[config.mk]
export PLATFORM = sky130hd
export DESIGN_NAME = button_event_queue
export DESIGN_NICKNAME = d
export VERILOG_FILES = /design/src/rtl/button_event_queue.sv
export SDC_FILE = /design/constraint.sdc
export NUM_CORES = 1
export LEC_CHECK = 0
export CORE_MARGIN = 4
export CORE_UTILIZATION = 55
export DETAILED_ROUTE_END_ITERATION = 12
export GPL_TIMING_DRIVEN = 1
export PLACE_DENSITY_LB_ADDON = 0.2
export RECOVER_POWER = 50
export SYNTH_ARGS = -nofsm -noshare
export SYNTH_HDL_FRONTEND = slang
export SYNTH_SLANG_ARGS = --single-unit
[constraint.sdc]
create_clock -name clock -period 5.9 [get_ports clock]
set_input_delay 0.59 -clock clock [delete_from_list [all_inputs] [get_ports clock]]
set_output_delay 0.59 -clock clock [all_outputs]
set_load 0.01 [all_outputs]
[src/rtl/button_event_queue.sv]
// button_event_queue: edge-detects debounced button presses and queues their indices in a FIFO.
module button_event_queue #(
  parameter int NUM_BTN = 4,
  parameter int DEPTH = 8
) (
  input  logic                     clock,
  input  logic                     reset,
  input  logic [NUM_BTN-1:0]       debounce,
  output logic [NUM_BTN-1:0]       acknowledge,
  output logic                     event_valid,
  output logic [1:0]               event_code,
  input  logic                     event_read,
  output logic [$clog2(DEPTH):0]   event_count,
  output logic                     overflow,
  input  logic                     clear_overflow
);
  localparam int AW = $clog2(DEPTH);
  localparam logic [AW:0] LIM = (AW+1)'(DEPTH - NUM_BTN);
  logic [NUM_BTN-1:0] r_deb_q, r_pending, w_rise, w_mask, w_pend_n;
  logic               r_live;
  logic [AW-1:0]      r_wptr, r_rptr;
  logic [AW:0]        r_count, w_count_n, w_pcnt;
  logic [1:0]         r_mem [DEPTH];
  logic [1:0]         w_sel;
  logic               w_hit, w_pop, w_enq, w_full, w_ovf_set;
  assign event_valid = r_count != '0;
  assign event_code  = r_mem[r_rptr];
  assign event_count = r_count;
  // r_live masks the first post-reset edge so a level held through reset is not seen as a press
  always_comb begin
    w_rise = debounce & ~r_deb_q & {NUM_BTN{r_live}};
    w_sel = '0;
    w_hit = 1'b0;
    for (int i = NUM_BTN-1; i >= 0; i--) begin
      if (r_pending[i]) begin
        w_sel = 2'(i);
        w_hit = 1'b1;
      end
    end
    w_full = r_count == (AW+1)'(DEPTH);
    w_pop = event_read && event_valid;
    w_enq = w_hit && (!w_full || w_pop);
    w_mask = w_enq ? NUM_BTN'(1) << w_sel : '0;
    w_pend_n = (r_pending & ~w_mask) | w_rise;
    w_ovf_set = |(w_rise & r_pending & ~w_mask);
    w_count_n = r_count + (AW+1)'(w_enq) - (AW+1)'(w_pop);
    w_pcnt = '0;
    for (int i = 0; i < NUM_BTN; i++) w_pcnt = w_pcnt + (AW+1)'(w_pend_n[i]);
  end
  always_ff @(posedge clock) begin
    if (reset) begin
      r_deb_q     <= '0;
      r_live      <= 1'b0;
      r_pending   <= '0;
      r_wptr      <= '0;
      r_rptr      <= '0;
      r_count     <= '0;
      overflow    <= 1'b0;
      acknowledge <= '1;
    end else begin
      r_deb_q     <= debounce;
      r_live      <= 1'b1;
      r_pending   <= w_pend_n;
      r_count     <= w_count_n;
      if (w_enq) r_wptr <= r_wptr + AW'(1);
      if (w_pop) r_rptr <= r_rptr + AW'(1);
      overflow    <= w_ovf_set | (overflow & ~clear_overflow);
      acknowledge <= {NUM_BTN{(w_count_n + w_pcnt) <= LIM}};
    end
  end
  always_ff @(posedge clock) begin
    if (w_enq) r_mem[r_wptr] <= w_sel;
  end
endmodule
==> flow_metrics.tcl <==
set metrics [dict create \
    vdd_drop_max_uv 312 \
    core-area_sq_um 3360 \
    rrSetupSlack_ns 2.27 \
    whs_ns 0.490 \
    hp-start "r_rptr[1]" \
    path_clk_slew_ns 0.12 \
    fin_ws_ns 2.13 \
    drt.antenna.violating_nets 0 \
    routedWlPerCell_um 14.3 \
    drt_wl_total_um 3300 \
    cts_sinks 40 \
    grt_usage_pct 17.0 \
    cts_buffers 5 \
    synth.distinct_cells 43 \
    hp-class "reg2reg" \
    dieHeight_um 67.1 \
    die_w_um 67.1 \
    grt_max_degree 23 \
    pre_cts_ws_ns 2.14 \
    dp_hpwl_um 2500 \
    crit_type "in2reg" \
    post-cts-setup-buffer-count 0 \
    fin_crit_sh_pct 63.9 \
    num_antenna_cells 0 \
    drv_cap 0 \
    fin_worst_skew_ns 0.0124 \
    mostFrequentLayoutCells "dfxtp_1, nor2_1, clkdlybuf4s50_1" \
    r2r_start "event_count[2]" \
    area_growth_syn_to_layout_pct 14.8 \
    cts_buffer_depth 2 \
    clk_latency_ns 0.34 \
    setup_viol 0 \
    hold_buffers 0 \
    hold_viol_final 0 \
    start_util_pct 57.1 \
    finalNetCount 204 \
    vias_per_cell 5.26 \
    max_freq_mhz 265 \
    crit_path_end_kind "flip-flop" \
    power.leakage_uw 0.000862 \
    netlist_top_cells_area "dfxtp_1, edfxtp_1, ha_1" \
    worstMarginPinSlew_ns 0.822 \
    cp.required_ns 6.15 \
    ys.flop_type "dfxtp_1" \
    drive_above_1_share_pct 11.4 \
    place_area_sq_um 2130 \
    cp.arrival_ns 4.02 \
    holdPathStages 2 \
    outcome "finished clean" \
    synth_edf_count 16 \
    yosysSeqAreaShare_pct 50.0 \
    tns_ns 0 \
    ys_ff_latch 40 \
    grt_pass1_wl_um 5650 \
    drc 0 \
    cts_max_level 2 \
    layout_min_cycle_time_ns 3.77 \
    synth_top_area_share_pct 25.0 \
    synth_area_sq_um 1920 \
    fin_area_sq_um 2210 \
    async_reset_ff_share_pct 0 \
    layout_commonest_cell "dfxtp_1" \
    cts_tree "yes" \
    place_congestion 0.774 \
    powerDensity_nw_per_um2 443 \
    startpoint "event_read" \
    syn_nets 184 \
    avgSynthCellArea_sq_um 11.8 \
    cts_root_buf "clkbuf_4" \
    grt_overflow_total 0 \
    yosysWarnings 0 \
    postLayoutCoreUtil_pct 65.6 \
    first_global_vias 1236 \
    post_cts_resized 0 \
    relSlewSlack_pct 44.8 \
    r2r-end "acknowledge[0]" \
    rows 21 \
    first_pass_iters 4 \
    vias 1210 \
    first_iter_violations 58 \
    io_buffers 19 \
    dieArea_sq_um 4500 \
    antenna_found_initial 0 \
    synthCells 163 \
    ioPinCount 20 \
    yosysTopAreaCell "dfxtp_1" \
    drv_slew 0 \
    worstPathMaxFanout 7 \
    rsz0062_at_grt "no" \
    rr_worst_depth 16 \
    cp-start-kind "input pin" \
]
## routing by layer
metal  global-route usage (%)  routed length (um)
met5                        0                   0
met3                     4.22                  99
met4                     6.84                  45
met2                     30.6                1760
met1                     19.1                1390
## flip-flops by register name, summed over array words and instances, names as in the netlist, named ones only
name and cells:
acknowledge 1, event_count 4, overflow 1, r_deb_q 4, r_live 1, r_mem 16
r_pending 4, r_rptr 3, r_wptr 3
## worst max-delay path by stage
stage                           endpoint  slack [ns]  depth (start not counted)
after floorplan           acknowledge[0]        2.63                         16
after global placement    acknowledge[0]        2.25                         15
after detailed placement  acknowledge[0]        2.14                         15
after CTS                 acknowledge[0]        2.44                         16
after global routing      acknowledge[0]        1.86                         15
final                     acknowledge[0]        2.13                         15
## logic make-up after synthesis
logic type / Yosys count / share of synthesized area (%)
multiplexers: 7 / 6.38
AO/OA/AOI/OAI: 21 / 8.20
flip-flops: 40 / 50.0
buffers and inverters: 22 / 5.27
AND/OR/NAND/NOR: 54 / 16.7
XOR/XNOR: 6 / 3.45
adder cells (fa/ha/maj): 13 / 10.0
## report_power, final
part | internal [uW] | switching [uW]
sequential | 325 | 35.4
combinational | 214 | 185
clock | 132 | 86.4
## layout make-up
cell class                      instances  area, sq um
Inverter                               16         60.1
Clock inverter                          2         60.1
Fill cell                             289         1160
Tap cell                               46         57.6
Sequential cell                        40          961
Timing Repair Buffer                   19          190
Clock buffer                            6         41.3
Multi-Input combinational cell        101          837
## stage by stage
stage / total power, uW / cells
after floorplan: 658 / 163
after global placement: 757 / 222
after detailed placement: 779 / 222
after CTS: 996 / 230
after global routing: 1050 / 230
final: 978 / 230
## worst max-delay path: stages
cell           delay, ns
dlygate4sd3_1       0.60
nand2b_1            0.17
a31oi_1             0.51
inv_1               0.11
ha_1                0.29
inv_1               0.05
ha_1                0.15
inv_1               0.06
fa_1                0.50
inv_1               0.07
ha_1                0.28
nand2b_1            0.05
a21oi_1             0.16
xnor3_1             0.24
a21o_1              0.18
## cells in the mapped netlist (3+ instances only)
library cell and count:
fa_1 4, nand2_1 6, ha_1 9, a21oi_1 8, nor3b_1 4, edfxtp_1 16
dfxtp_1 24, nand3_1 3, nor3_1 3, nor2b_1 4, xor2_1 3, inv_1 16
buf_4 3, nand2b_1 4, nor2_1 17, mux4_2 4
Note: power is estimated with default switching activity, not from simulation.
